[src/rtl/wb_write_arbiter_pkg.sv]
// Shared constants and the writeback request type used by the arbiter and its load FIFO.
package wb_write_arbiter_pkg;

    localparam int DEPTH      = 32;
    localparam int DATA_WIDTH = 64;
    localparam int ADDR_WIDTH = $clog2(DEPTH);
    localparam int FIFO_DEPTH = 4;
    localparam int CNT_WIDTH  = $clog2(FIFO_DEPTH + 1);

    typedef struct packed {
        logic [ADDR_WIDTH-1:0] addr;
        logic [DATA_WIDTH-1:0] data;
    } wb_req_t;

endpackage

[src/rtl/wb_load_fifo.sv]
// Synchronous FIFO buffering load/NIC returns until the regfile write port is free.
module wb_load_fifo
    import wb_write_arbiter_pkg::*;
#(
    parameter int ENTRIES = FIFO_DEPTH
) (
    input  logic                           clk,
    input  logic                           reset,
    input  logic                           push,
    input  wb_req_t                        push_req,
    input  logic                           pop,
    output wb_req_t                        head,
    output logic                           empty,
    output logic                           full,
    output logic [$clog2(ENTRIES+1)-1:0]   cnt
);

    localparam int PW = $clog2(ENTRIES);

    // Pointers carry one extra wrap bit so full and empty are distinguishable.
    logic [PW:0] wr_ptr;
    logic [PW:0] rd_ptr;
    wb_req_t     mem [ENTRIES];

    assign empty = (wr_ptr == rd_ptr);
    assign full  = (wr_ptr[PW] != rd_ptr[PW]) && (wr_ptr[PW-1:0] == rd_ptr[PW-1:0]);
    assign cnt   = $bits(cnt)'(wr_ptr - rd_ptr);
    assign head  = mem[rd_ptr[PW-1:0]];

    always_ff @(posedge clk) begin
        if (reset) begin
            wr_ptr <= '0;
            rd_ptr <= '0;
        end else begin
            if (push && !full) begin
                wr_ptr <= wr_ptr + (PW+1)'(1);
            end
            if (pop && !empty) begin
                rd_ptr <= rd_ptr + (PW+1)'(1);
            end
        end
    end

    always_ff @(posedge clk) begin
        if (push && !full && !reset) begin
            mem[wr_ptr[PW-1:0]] <= push_req;
        end
    end

endmodule

[src/rtl/wb_write_arbiter.sv]
// Writeback arbiter: ALU results take strict priority over buffered load returns for the
// single regfile write port; a pending-load scoreboard feeds decode's hazard interlock.
module wb_write_arbiter
    import wb_write_arbiter_pkg::*;
(
    input  logic                  clk,
    input  logic                  reset,
    input  logic                  alu_vld,
    input  logic [ADDR_WIDTH-1:0] alu_addr,
    input  logic [DATA_WIDTH-1:0] alu_data,
    input  logic                  ld_vld,
    output logic                  ld_rdy,
    input  logic [ADDR_WIDTH-1:0] ld_addr,
    input  logic [DATA_WIDTH-1:0] ld_data,
    input  logic                  ld_issue_vld,
    input  logic [ADDR_WIDTH-1:0] ld_issue_addr,
    output logic                  wr_en,
    output logic [ADDR_WIDTH-1:0] wr_addr,
    output logic [DATA_WIDTH-1:0] wr_data,
    output logic [DEPTH-1:0]      pend,
    output logic [CNT_WIDTH-1:0]  fifo_cnt
);

    wb_req_t          head;
    wb_req_t          push_req;
    logic             fifo_empty;
    logic             fifo_full;
    logic             push;
    logic             pop;
    logic             alu_sel;
    logic [DEPTH-1:0] pend_nxt;

    // Ready comes from FIFO state alone; a same-cycle pop never frees a slot early.
    assign ld_rdy   = !fifo_full;
    assign push     = ld_vld && ld_rdy && (ld_addr != '0);
    assign push_req = '{addr: ld_addr, data: ld_data};
    assign alu_sel  = alu_vld && (alu_addr != '0);
    assign pop      = !alu_sel && !fifo_empty;

    wb_load_fifo #(
        .ENTRIES (FIFO_DEPTH)
    ) u_load_fifo (
        .clk      (clk),
        .reset    (reset),
        .push     (push),
        .push_req (push_req),
        .pop      (pop),
        .head     (head),
        .empty    (fifo_empty),
        .full     (fifo_full),
        .cnt      (fifo_cnt)
    );

    always_ff @(posedge clk) begin
        if (reset) begin
            wr_en   <= 1'b0;
            wr_addr <= '0;
            wr_data <= '0;
        end else if (alu_sel) begin
            wr_en   <= 1'b1;
            wr_addr <= alu_addr;
            wr_data <= alu_data;
        end else if (pop) begin
            wr_en   <= 1'b1;
            wr_addr <= head.addr;
            wr_data <= head.data;
        end else begin
            wr_en   <= 1'b0;
        end
    end

    // Clear lands on the same edge wr_en rises; a new issue to that register wins.
    always_comb begin
        pend_nxt = pend;
        if (pop) begin
            pend_nxt[head.addr] = 1'b0;
        end
        if (ld_issue_vld && (ld_issue_addr != '0)) begin
            pend_nxt[ld_issue_addr] = 1'b1;
        end
    end

    always_ff @(posedge clk) begin
        if (reset) begin
            pend <= '0;
        end else begin
            pend <= pend_nxt;
        end
    end

    a_issue_not_pending : assert property (@(posedge clk) disable iff (reset)
        (ld_issue_vld && (ld_issue_addr != '0)) |->
            (!pend[ld_issue_addr] || (pop && (head.addr == ld_issue_addr))))
        else $error("load issued to r%0d which already has a load outstanding", ld_issue_addr);

    a_alu_not_pending : assert property (@(posedge clk) disable iff (reset)
        alu_sel |-> !pend[alu_addr])
        else $error("ALU writeback to r%0d while a load to it is outstanding", alu_addr);

    a_return_pending : assert property (@(posedge clk) disable iff (reset)
        push |-> pend[ld_addr])
        else $error("load return to r%0d with no outstanding load", ld_addr);

endmodule

[config.mk]
export PLATFORM = sky130hd
export DESIGN_NAME = wb_write_arbiter
export DESIGN_NICKNAME = d
export VERILOG_FILES = /design/src/rtl/wb_write_arbiter_pkg.sv /design/src/rtl/wb_load_fifo.sv /design/src/rtl/wb_write_arbiter.sv
export SDC_FILE = /design/constraint.sdc
export NUM_CORES = 1
export LEC_CHECK = 0
export BUFFER_PORTS_ARGS = -buffer_cell sky130_fd_sc_hd__buf_4
export CELL_PAD_IN_SITES_DETAIL_PLACEMENT = 1
export CELL_PAD_IN_SITES_GLOBAL_PLACEMENT = 1
export CORE_MARGIN = 1.5
export CORE_UTILIZATION = 47
export DETAILED_ROUTE_END_ITERATION = 12
export MAX_ROUTING_LAYER = met4
export PLACE_DENSITY = 0.82
export SYNTH_ARGS = -nofsm -noshare
export SYNTH_HDL_FRONTEND = slang
export SYNTH_HIERARCHICAL = 1
export SYNTH_SLANG_ARGS = --single-unit
[constraint.sdc]
create_clock -name clk -period 4.71 [get_ports clk]
set_input_delay 0.471 -clock clk [delete_from_list [all_inputs] [get_ports clk]]
set_output_delay 0.471 -clock clk [all_outputs]
set_load 0.03 [all_outputs]
==> results of run 1 <==
-- worst max path at each step --
stage | startpoint | end | slack, ns
2_1_floorplan | u_load_fifo/wr_ptr[0] | u_load_fifo/mem[3][0] | 0.66
3_3_place_gp | u_load_fifo/wr_ptr[0] | u_load_fifo/mem[2][7] | 1.51
3_5_place_dp | u_load_fifo/wr_ptr[0] | u_load_fifo/mem[1][55] | 1.39
4_1_cts | u_load_fifo/wr_ptr[0] | u_load_fifo/mem[1][44] | 1.38
5_1_grt | u_load_fifo/wr_ptr[0] | u_load_fifo/mem[0][12] | 1.12
6_report | u_load_fifo/wr_ptr[0] | u_load_fifo/mem[1][44] | 1.40
-- final cells by class --
type                    instances  area, µm²
fillers                      3180      14010
inverters                       7      26.28
repair buffers                261       1961
diodes                          3      7.507
flip-flops and latches        386      10500
multi-input cells             528       5223
clock buffers                  51       1116
well taps                     448      560.5
clock inverters                25      211.5
-- routing by layer --
metal | global-route usage (%) | up-vias | part of all wire (%)
met5 | - | - | 0
met4 | 6.338 | 0 | 2.2
met3 | 4.004 | 58 | 5.5
met2 | 36.38 | 266 | 51
met1 | 27.40 | 4735 | 42
li1 | - | 4297 | -
-- flip-flops by register name, indices dropped and copies added, names as in the netlist, named ones only --
register,flops
u_load_fifo/mem,276
wr_data,64
pend,32
wr_addr,5
u_load_fifo/rd_ptr,3
u_load_fifo/wr_ptr,3
wr_en,1
-- placed cells by master (no fill, tap or decap), types with 6 or more instances in the layout --
master / netlist / routed
sky130_fd_sc_hd__edfxtp_1: 276 / 276
sky130_fd_sc_hd__buf_4: 6 / 259
sky130_fd_sc_hd__dfxtp_1: 110 / 108
sky130_fd_sc_hd__mux2i_1: 69 / 69
sky130_fd_sc_hd__nor2b_1: 69 / 69
sky130_fd_sc_hd__mux4_2: 69 / 69
sky130_fd_sc_hd__nor2_1: 69 / 68
sky130_fd_sc_hd__mux2_4: 60 / 60
sky130_fd_sc_hd__clkbuf_16: 0 / 43
sky130_fd_sc_hd__nand2_1: 41 / 41
sky130_fd_sc_hd__a21oi_1: 35 / 35
sky130_fd_sc_hd__a311oi_1: 31 / 31
sky130_fd_sc_hd__clkinv_2: 0 / 8
sky130_fd_sc_hd__nor3b_1: 7 / 7
sky130_fd_sc_hd__clkinv_1: 1 / 7
sky130_fd_sc_hd__clkbuf_1: 42 / 7
sky130_fd_sc_hd__ha_1: 7 / 7
sky130_fd_sc_hd__inv_1: 6 / 6
-- cell usage after synthesis, drive strengths merged, types with 4 or more instances --
| cell type | count |
|---|---|
| nor2 | 69 |
| o311ai | 5 |
| inv | 6 |
| o21ai | 4 |
| buf | 30 |
| edfxtp | 276 |
| nor3b | 7 |
| mux2 | 64 |
| and3 | 5 |
| a21oi | 35 |
| o31ai | 5 |
| ha | 7 |
| clkbuf | 43 |
| mux2i | 69 |
| nor2b | 69 |
| dfxtp | 110 |
| mux4 | 69 |
| or4b | 4 |
| nand2 | 41 |
| a311oi | 31 |
-- through the flow --
step / worst slack (ns) / power [mW] / std cells
floorplan: 0.6562 / 7.032 / 994
global route: 1.122 / 11.57 / 1709
CTS: 1.383 / 11.23 / 1705
finish: 1.403 / 11.08 / 1709
detailed placement: 1.392 / 8.027 / 1629
global placement: 1.508 / 7.885 / 1629
-- worst max-delay path, stage by stage (launching register included) --
cell	delay [ns]
sky130_fd_sc_hd__dfxtp_1	0.42
sky130_fd_sc_hd__inv_1	0.12
sky130_fd_sc_hd__ha_1	0.36
sky130_fd_sc_hd__nand2_1	0.36
sky130_fd_sc_hd__nor2_1	0.09
sky130_fd_sc_hd__inv_1	0.09
sky130_fd_sc_hd__o311a_1	0.40
sky130_fd_sc_hd__and3_4	1.00
-- cells by family after synthesis --
| logic type | Yosys count | share of synthesized area [%] |
|---|---|---|
| DFF | 386 | 65.09 |
| and+or+nand+nor | 225 | 7.430 |
| muxes | 202 | 19.80 |
| AOI/OAI and AO/OA | 90 | 4.169 |
| buffers and inverters | 80 | 2.679 |
| adders and majority gates | 8 | 0.6677 |
| xor gates and xnor gates | 3 | 0.1631 |
-- power breakdown --
group	switching (mW)	internal [mW]	total (mW)	leakage, nW
clock	1.31	1.85	3.16	0.642
sequential	0.301	4.07	4.37	3.41
combinational	1.89	1.65	3.54	3.19
==> results, run 1 <==
- Between clock sinks in the finished design, the worst skew comes to 0.01926 ns.
- The wire length of the first global-routing pass is 58170 µm.
- Of the synthesized area, sequential elements account for approximately 65%.
- The remaining global-route overflow is 0.
- The I/O pin total is around 250.
- The cell area after technology mapping is 16120 µm².
- The endpoint type of the worst setup path is a register.
- The final critical delay including setup and external delays is between 3 and 4 ns.
- The number of hold violations in the final report is 0.
- The total placed instance area is between 15000 and 20000 µm².
- The worst reg-to-reg setup slack is between 1 and 1.5 ns.
- In this run the core area contains 67 standard-cell rows.
- The clock passes through at most 3 buffers.
- The region available for standard cell placement spans roughly 34000 µm².
- The final standard cell utilization of the core is a little under 60%.
- Detailed placement ended at an HPWL of 23420 µm.
- The number of standard cells after synthesis is between 900 and 1000.
- The final wirelength is between 30000 and 40000 µm.
- The final total negative setup slack is 0 ns.
- By area the synthesized netlist is led by sky130_fd_sc_hd__edfxtp_1 51%, sky130_fd_sc_hd__dfxtp_1 14%, sky130_fd_sc_hd__mux4_2 9.6%.
- Summed over all instances, the cell type with the most area after synthesis is sky130_fd_sc_hd__edfxtp_1.
- The post-cts gate resize count is 0.
- The worst supply voltage drop on vdd is 0.0003937 V.
- Of all nets on the critical path, the largest fanout is 69.
- Clock tree synthesis inserted a total of 41 buffers.
- In this run, post-CTS hold repair placed 0 buffers.
- The worst register-to-register path begins at u_load_fifo/wr_ptr[0].
- Headroom to the max-slew limit came out at a little under a fifth.
- The worst-margin pin slew is about 1.2 ns.
- Counting flops and latches in the post-synthesis netlist gives 386.
- The data arrival at the endpoint of the critical path is 3.44 ns.
- The number of max-slew violations in the final report was 0.
- The number of detailed-route iterations in the first pass is 6.
- The via count of the first global-routing pass came to around 10000.
- The number of synthesis warnings is 6.
- The number of setup buffers added after CTS is 0.
- Setup violations remaining at the end of the flow were counted as 0.
- Across the run, the number of max-cap violations was 0.
- Relative to the synthesized area, the layout overhead comes to 21.64%.
- The share of flip-flops with an asynchronous set or reset after synthesis is 0%.
- The endpoint required time on the critical path is 4.84 ns.
- The CTS clock-pin slew for the worst setup and hold paths is ~0.060 ns.
- The CTS sink count is approximately 390.
- In this run the critical register-to-register path is captured at u_load_fifo/mem[1][44].
- Setup repair after global routing left no endpoint under its margin.
- The number of antenna violations at the first check in global routing is 3.
- The flow ran to the end, and the final reports show no timing, DRC or antenna violations.
- The setup path with the least slack is of type reg2reg.
- The number of cell instances on the worst register-to-register path is 7.
- The post-detailed-route count of antenna-violating nets is 0.
- The commonest register cell after synthesis is sky130_fd_sc_hd__edfxtp_1.
- The violation count after the first detailed-routing iteration is 506.
- The H-tree generated during clock tree synthesis spans 2 levels.
- The average routed wire per standard cell is between 20 and 25 µm.
- The path with the worst hold slack has its endpoint at u_load_fifo/mem[2][15].
- Entering global routing, the biggest net connects between 90 and 100 pins.
- For this design the ratio of total power to cell area is 565.1 nW/µm².
- The floorplan die height is approximately 190 µm.
- The number of remaining DRC errors is 0.
- The worst setup path is launched from a register.
- The count of cell types in the netlist is 53.
- Once the floorplan was initialized, standard cells occupied 47.94% of the core.
- The count of nets after finishing is around 1400.
- The latest clock arrival within the worst-skew pair is between 0.5 and 0.6 ns.
- At the end of routability-driven placement, the weighted congestion stood at 0.7822.
- The highest clock frequency the design can meet is ~0.3 GHz.
- Along the worst hold path, the cell count comes to 1.
- After detailed routing, the number of vias per cell comes to between 5 and 6.
- The overall global routing resource usage is a little over a fifth.
- The die covers about 35000 µm².
- The portion of synthesized cell area occupied by the leading cell type is about half.
- The count of buffers added on input and output ports is 253.
- The TritonCTS clock tree is built.
- The detailed-route via count is between 9000 and 10000.
- Dividing the synthesized area by the synthesized cell count gives around 16 µm².
- The total nets after synthesis is 1150.
- The fraction of final layout cells with drive strength greater than 1 is 37.28%.
- The part of the cycle the worst path needs is about 70%.
- The root cell of the clock tree is sky130_fd_sc_hd__clkbuf_16.
- Summed over all cells, the static leakage comes to 7.242 nW.
- The launch instance of the worst min-delay path is ld_data[15].
- The final cell area excluding filler cells is between 15000 and 20000 µm².
- The synthesized design contains between 200 and 300 enable-type register cells.
- The worst hold path belongs to the class in2reg.
- Final hold analysis gives a worst-case slack of between 0.1 and 0.15 ns.
- In this run the horizontal extent of the chip is 188.2 µm.
Power figures use the tool's default switching activity.
==> run 2: changes to the inputs <==
CORE_UTILIZATION = 43   (was 47)
PLACE_DENSITY = 0.79   (was 0.82)
clock period = 3 ns   (was 4.71 ns; I/O delays follow)
==> run 2 against run 1 <==
Effect of this change: combinational power is 75% higher; first-iteration DRC count down 20%; sequential power rose by 53%; cell area is 5.2% higher; wire length up 7.1%; non-clock buffer count increased by 93; largest power group unchanged; sequential share of layout area down 2.6 points; die area rose by 9.1%; critical endpoint is now pend[17]; highest routed layer unchanged.
==> results, run 2 (same netlist as run 1, synthesis figures left out) <==
- The run finished with clean final reports.
- The worst reg-to-reg setup slack came to 0.25 ns (-1.15 ns).
- The worst supply voltage drop on vdd was 0.0006718 V (+71%).
- The number of hold violations in the final report is 0 (unchanged).
- The final cell area excluding filler cells came to 20620 µm² (+5.2%).
- The areal power density over the cells is 858.8 nW/µm² (+52%).
- For this design, the slowest cell found on the critical path is sky130_fd_sc_hd__or4b_2.
- The highest clock frequency the design can meet was 0.3641 GHz (+20%).
- The worst register-to-register path ends at pend[17].
- The number of max-slew violations in the final report is 0 (unchanged).
- The half-perimeter wire length after placement was 24790 µm (+5.9%).
- The number of H-tree levels is 2 (unchanged).
- The floorplan die height was 196.6 µm (+4.5%).
- The total of buffers placed on input and output ports was 253 (unchanged).
- The wire length of the first global-routing pass is 61110 µm (+5.1%).
- The part of the cycle the worst path needs was 91.55% (+21 points).
- The tightest slew margin relative to the limit is 35.11% (+16 points).
- The CTS clock-pin slew for the worst setup and hold paths is 0.06 ns (about the same).
- The signed area change from the synthesized netlist to the final layout is 27.93%.
- The CTS sink count came to 386 (unchanged).
- The number of antenna violations at the first check in global routing came to 6 (+3).
- The number of cell instances on the worst register-to-register path is 8 (+1).
- STA classifies the critical path endpoint as a register.
- The worst-case clock buffer depth is 3 (unchanged).
- The cell sitting at the root of the clock tree is a sky130_fd_sc_hd__clkbuf_16.
- The number of remaining DRC errors is 0 (unchanged).
- Traced cell by cell, the critical path runs through inv_1, ha_1, nand2_2, nor2_4, buf_4, or4b_2, o21ai_4, a311oi_1.
- The final wirelength is 40100 µm (+7.1%).
- The clock skew is 0.01694 ns (-0.002320 ns).
- The core area was 36790 µm² (+9.4%).
- The number of setup violations in the final report is 0 (unchanged).
- The average routed wire per standard cell is 21.97 µm (+0.34%).
- The final critical delay including setup and external delays came to 2.746 ns (-0.5607 ns).
- Setup repair after global routing left no endpoint under its margin.
- The violation count after the first detailed-routing iteration is 404 (-20%).
- The leakage power was 7.691 nW (+6.2%).
- The number of cell rows is 70 (+4.5%).
- The highest cell delay on the worst timing path is 0.69 ns (-0.31 ns).
- The starting density of the core is 43.81% (-4.1 points).
- The detailed-route via count was 9844 (+5.2%).
- The endpoint required time on the critical path came to 3.39 ns (-1.45 ns).
- The element type at the critical path start is a register.
- The count of nets after finishing was 1474 (+6.7%).
- The worst-margin pin slew was 0.9698 ns (-0.2316 ns).
- The average via count per standard cell is 5.394 (-1.5%).
- TritonCTS built the clock tree.
- The clock buffer count from CTS is 41 (unchanged).
- The flip-flop count of the largest register after layout was 276 (unchanged).
- The die footprint is 38650 µm² (+9.1%).
- The number of detailed-route iterations in the first pass is 4 (-2).
- The width of the chip is 196.6 µm (+4.5%).
- The worst register-to-register path begins at u_load_fifo/wr_ptr[0].
- The remaining global-route overflow is 0 (unchanged).
- The I/O pin total is 254 (unchanged).
- The worst setup path is of the reg2reg kind.
- The total placed instance area came to 18570 µm² (+1.7%).
- The max-capacitance violation count is 0 (unchanged).
- The worst setup path startpoint is u_load_fifo/wr_ptr[0].
- The final standard cell utilization of the core is 56.04% (-2.3 points).
- The critical path endpoint is pend[17].
- The routability congestion estimate is 0.7923 (+1.3%).
- The via count of the first global-routing pass was 10690 (+5.0%).
- The data arrival at the endpoint of the critical path came to 3.13 ns (-0.31 ns).
- The fraction of final layout cells with drive strength greater than 1 is 36.64% (-0.64 points).
- The post-detailed-route count of antenna-violating nets is 0 (unchanged).
- The overall global routing resource usage came to 21.14% (-0.71 points).
- The maximum fanout encountered on the critical timing path is 11 (-84%).
- The latest clock arrival within the worst-skew pair came to 0.55 ns (+0.02 ns).
- Leaving out fill and tap cells, the most frequent cells in the layout are 276 x sky130_fd_sc_hd__edfxtp_1, 272 x sky130_fd_sc_hd__buf_4, 108 x sky130_fd_sc_hd__dfxtp_1.
- Leaving out fill and tap cells, the most frequent cell in the layout is sky130_fd_sc_hd__edfxtp_1.
- The min-delay analysis places its worst path in the category in2reg.
- The largest net degree at the start of global routing came to 92 (unchanged).
-- run 2: cell count changes in the layout (fill, tap and decap cells not counted), sizes merged --
cell | before | now
clkinv | 17 | 20
buf | 260 | 283
bufinv | 3 | 1
dlygate4sd3 | 0 | 70
clkbuf | 52 | 54
clkinvlp | 5 | 2
diode | 3 | 6
-- run 2: cell type report --
type / instances / area, µm²
Inverter: 7 / 26.28
Multi-Input combinational cell: 528 / 5225
Sequential cell: 386 / 10500
Clock buffer: 53 / 1131
Fill cell: 3500 / 16170
Antenna cell: 6 / 15.01
Clock inverter: 23 / 165.2
Tap cell: 468 / 585.6
Timing Repair Buffer: 354 / 2970
-- run 2: per-stage QoR --
stage          TNS [ns]  cells  setup WS (ns)  power (mW)  hold slack [ns]
6_report              0   1825         0.2536       17.71          0.02282
3_3_place_gp          0   1670         0.2596       12.52           0.4718
4_1_cts               0   1816        0.07871       17.71         0.002074
5_1_grt               0   1825         0.1284       18.53          0.01005
2_1_floorplan    -77.97    994        -0.2844       11.03           0.3989
3_5_place_dp          0   1670         0.1171       12.72           0.4579
-- run 2: worst min-delay path by stage --
stage | from | slack, ns | endpoint | depth (start not counted)
after CTS | alu_addr[2] | 0.002 | wr_addr[2] | 3
after detailed placement | pend[0] | 0.46 | pend[0] | 2
after floorplan | ld_data[0] | 0.40 | u_load_fifo/mem[0][0] | 0
final | alu_addr[2] | 0.02 | wr_addr[2] | 3
after global routing | alu_addr[2] | 0.01 | wr_addr[2] | 3
after global placement | pend[0] | 0.47 | pend[0] | 2
-- run 2: worst max-delay path: cells and delay by family (launching register included) --
family / cells / cell delay (ns)
AO/OA/AOI/OAI: 2 / 0.48
adder cells (fa/ha/maj): 1 / 0.38
buffers and inverters: 2 / 0.29
flip-flops: 1 / 0.43
AND/OR/NAND/NOR: 3 / 1.01
-- run 2: metal layers --
layer  vias to the layer above  part of all wire (%)  track usage, %
li1                       4487                     -               -
met1                      5021                    42           25.85
met2                       258                    51           35.61
met3                        78                   4.8           3.919
met4                         0                   2.8           6.899
met5                         -                     0               -
-- run 2: power by group --
group | internal (mW) | switching (mW) | total [mW]
Clock | 2.76 | 2.07 | 4.83
Combinational | 2.83 | 3.36 | 6.19
Sequential | 6.38 | 0.307 | 6.69
Total | 12.0 | 5.73 | 17.7
-- run 2: what timing repair did --
item	CTS	global route
setup endpoints to repair	0	4
hold buffers	70	0
setup buffers	0	2
gates resized for setup	0	3
hold endpoints to repair	277	0
==> run 3: changes to the inputs <==
MAX_ROUTING_LAYER = default   (was met4)
==> run 3 against run 2 <==
Effect of this change: wire length rose by 0.41%; critical endpoint is now pend[7]; critical path depth is the same; via count increased by 0.31%; global-route usage is 0.64 points lower; core utilization about the same; largest power group unchanged; sequential share of layout area barely moved.
==> results, run 3 (same netlist as run 1, synthesis figures left out) <==
- The run finished with clean final reports.
- The core area is 36790 µm² (unchanged).
- The floorplan die height is 196.6 µm (unchanged).
- The latest clock arrival within the worst-skew pair is 0.55 ns (about the same).
- The routability congestion estimate came to 0.7816 (-1.4%).
- The average routed wire per standard cell is 22.10 µm (+0.57%).
- The areal power density over the cells is 860.5 nW/µm² (+0.20%).
- The final standard cell utilization of the core is 56.02% (about the same).
- The number of detailed-route iterations in the first pass is 4 (unchanged).
- The tightest slew margin relative to the limit is 36.26% (+1.2 points).
- The number of H-tree levels is 2 (unchanged).
- The met3 track demand over resource came to 4.004% (+0.086 points).
- The clock buffer count from CTS is 41 (unchanged).
- The capture instance of the worst register-to-register path is pend[7].
- The total of buffers placed on input and output ports is 253 (unchanged).
- The post-detailed-route count of antenna-violating nets came to 0 (unchanged).
- The part of the cycle the worst path needs is 91.60% (about the same).
- The root cell of the clock tree is sky130_fd_sc_hd__clkbuf_16.
- The width of the chip came to 196.6 µm (unchanged).
- The busiest layer in global routing is met2.
- The overall global routing resource usage was 20.50% (-0.64 points).
- The endpoint type of the worst setup path is a register.
- The worst-case clock buffer depth is 3 (unchanged).
- For hold timing, the worst endpoint is wr_addr[2].
- The worst setup path is launched from a register.
- The wire length of the first global-routing pass is 61160 µm (about the same).
- The data arrival at the endpoint of the critical path is 3.15 ns (+0.02 ns).
- The half-perimeter wire length after placement was 24790 µm (unchanged).
- The most common cell after layout, fill and taps aside is sky130_fd_sc_hd__edfxtp_1.
- The number of setup violations in the final report is 0 (unchanged).
- The starting density of the core is 43.81% (unchanged).
- The number of cell rows is 70 (unchanged).
- The number of hold violations in the final report is 0 (unchanged).
- The violation count after the first detailed-routing iteration is 368 (-8.9%).
- The number of cell instances on the worst register-to-register path is 8 (unchanged).
- The maximum fanout encountered on the critical timing path is 11 (unchanged).
- The final critical delay including setup and external delays was 2.748 ns (+0.001467 ns).
- The CTS sink count is 386 (unchanged).
- The type of the worst min-delay path is in2reg.
- The worst supply voltage drop on vdd is 0.0006851 V (+2.0%).
- The start-to-end type of the worst setup path is reg2reg.
- The worst-margin pin slew was 0.9526 ns (-0.01725 ns).
- The leakage power was 7.691 nW (about the same).
- The count of cells along the worst hold path is 3 (unchanged).
- The I/O pin total is 254 (unchanged).
- The fraction of final layout cells with drive strength greater than 1 is 36.64% (unchanged).
- The die footprint is 38650 µm² (unchanged).
- The CTS clock-pin slew for the worst setup and hold paths was 0.06 ns (about the same).
- The count of nets after finishing is 1474 (unchanged).
- The number of antenna violations at the first check in global routing is 4 (-2).
- The remaining global-route overflow was 0 (unchanged).
- The endpoint required time on the critical path is 3.40 ns (about the same).
- The clock skew is 0.01665 ns (-0.0002899 ns).
- The startpoint identified for the worst hold timing path is alu_addr[2].
- The startpoint identified for the worst register-to-register timing path is u_load_fifo/wr_ptr[0].
- The fraction of met1 tracks used by global routing is 25.66% (-0.18 points).
- TritonCTS built the clock tree.
- Leaving out fill and tap cells, the most frequent cells in the layout are 276 x sky130_fd_sc_hd__edfxtp_1, 272 x sky130_fd_sc_hd__buf_4, 108 x sky130_fd_sc_hd__dfxtp_1.
- The number of max-slew violations in the final report is 0 (unchanged).
- The number of remaining DRC errors is 0 (unchanged).
- The signed area change from the synthesized netlist to the final layout is 27.88% (about the same).
- The largest net degree at the start of global routing was 92 (unchanged).
- The global-route met2 utilization is 35.70% (+0.092 points).
- The count of fill cells added during filler insertion was 3498 (-0.057%).
- Setup repair after global routing left no endpoint under its margin.
- The detailed-route via count came to 9875 (+0.31%).
- The worst reg-to-reg setup slack was 0.25 ns (about the same).
- The highest clock frequency the design can meet was 0.3639 GHz (about the same).
- The max-capacitance violation count is 0 (unchanged).
- The average via count per standard cell is 5.420 (+0.48%).
- The via count of the first global-routing pass is 10700 (+0.10%).
- The final wirelength is 40260 µm (+0.41%).
- The overall power consumption is 17.73 mW (+0.16%).
- The flip-flop count of the largest register after layout is 276 (unchanged).
## run 3: cell count changes in the layout (fill, tap and decap cells not counted), sizes merged
cell / before / now
diode: 6 / 3
## run 3: how the worst max path moves through the flow
| stage | start | cells past startpoint | endpoint | slack [ns] |
|---|---|---|---|---|
| 2_1_floorplan | u_load_fifo/wr_ptr[0] | 9 | u_load_fifo/mem[1][0] | -0.28 |
| 3_3_place_gp | u_load_fifo/wr_ptr[0] | 9 | u_load_fifo/rd_ptr[0] | 0.26 |
| 3_5_place_dp | u_load_fifo/wr_ptr[0] | 9 | u_load_fifo/rd_ptr[0] | 0.12 |
| 4_1_cts | u_load_fifo/wr_ptr[0] | 9 | register | 0.08 |
| 5_1_grt | u_load_fifo/wr_ptr[0] | 8 | pend[3] | 0.13 |
| 6_report | u_load_fifo/wr_ptr[0] | 8 | pend[7] | 0.25 |
## run 3: area by class of cell
cell class                 instances  area, µm²  area share (%)
clock buffer                      53       1131           5.488
multi-input combinational        528       5225           25.35
clock inverter                    23      165.2          0.8014
inverter                           7      26.28          0.1275
sequential                       386      10500           50.94
tap                              468      585.6           2.841
antenna                            3      7.507         0.03643
timing repair buffer             354       2970           14.41
## run 3: where the power goes
part           switching (mW)  total (mW)  internal, mW  leakage (nW)
sequential              0.310        6.69          6.38          3.41
combinational            3.37        6.20          2.83          3.64
clock                    2.08        4.84          2.76         0.643
total                    5.76        17.7          12.0          7.69
## run 3: routing by layer
layer	vias to the layer above	wire length (µm)
met5	-	9
met4	2	1146
met3	77	2023
met2	288	20450
met1	5034	16630
li1	4474	-
## run 3: what timing repair did
| action | 4_1_cts | 5_1_grt |
|---|---|---|
| endpoints found under the hold margin | 277 | 0 |
| setup buffers | 0 | 2 |
| hold buffers | 70 | 0 |
| gates resized for setup | 0 | 3 |
| setup endpoints to repair | 0 | 4 |
## run 3: worst max-delay path, stage by stage, from the launching register on
cell	delay, ns
sky130_fd_sc_hd__dfxtp_1	0.43
sky130_fd_sc_hd__inv_1	0.13
sky130_fd_sc_hd__ha_1	0.38
sky130_fd_sc_hd__nand2_2	0.26
sky130_fd_sc_hd__nor2_4	0.07
sky130_fd_sc_hd__buf_4	0.16
sky130_fd_sc_hd__or4b_2	0.69
sky130_fd_sc_hd__o21ai_4	0.35
sky130_fd_sc_hd__a311oi_1	0.15
## run 3: metrics by stage
step / hold slack (ns) / cells / TNS, ns / instance area (µm²) / worst slack (ns)
floorplan: 0.3989 / 994 / -77.97 / 16120 / -0.2844
global placement: 0.4718 / 1670 / 0 / 18570 / 0.2596
detailed placement: 0.4579 / 1670 / 0 / 18570 / 0.1171
CTS: 0.002074 / 1816 / 0 / 20570 / 0.07871
global route: 0.01003 / 1821 / 0 / 20610 / 0.1274
finish: 0.02292 / 1822 / 0 / 20610 / 0.2521
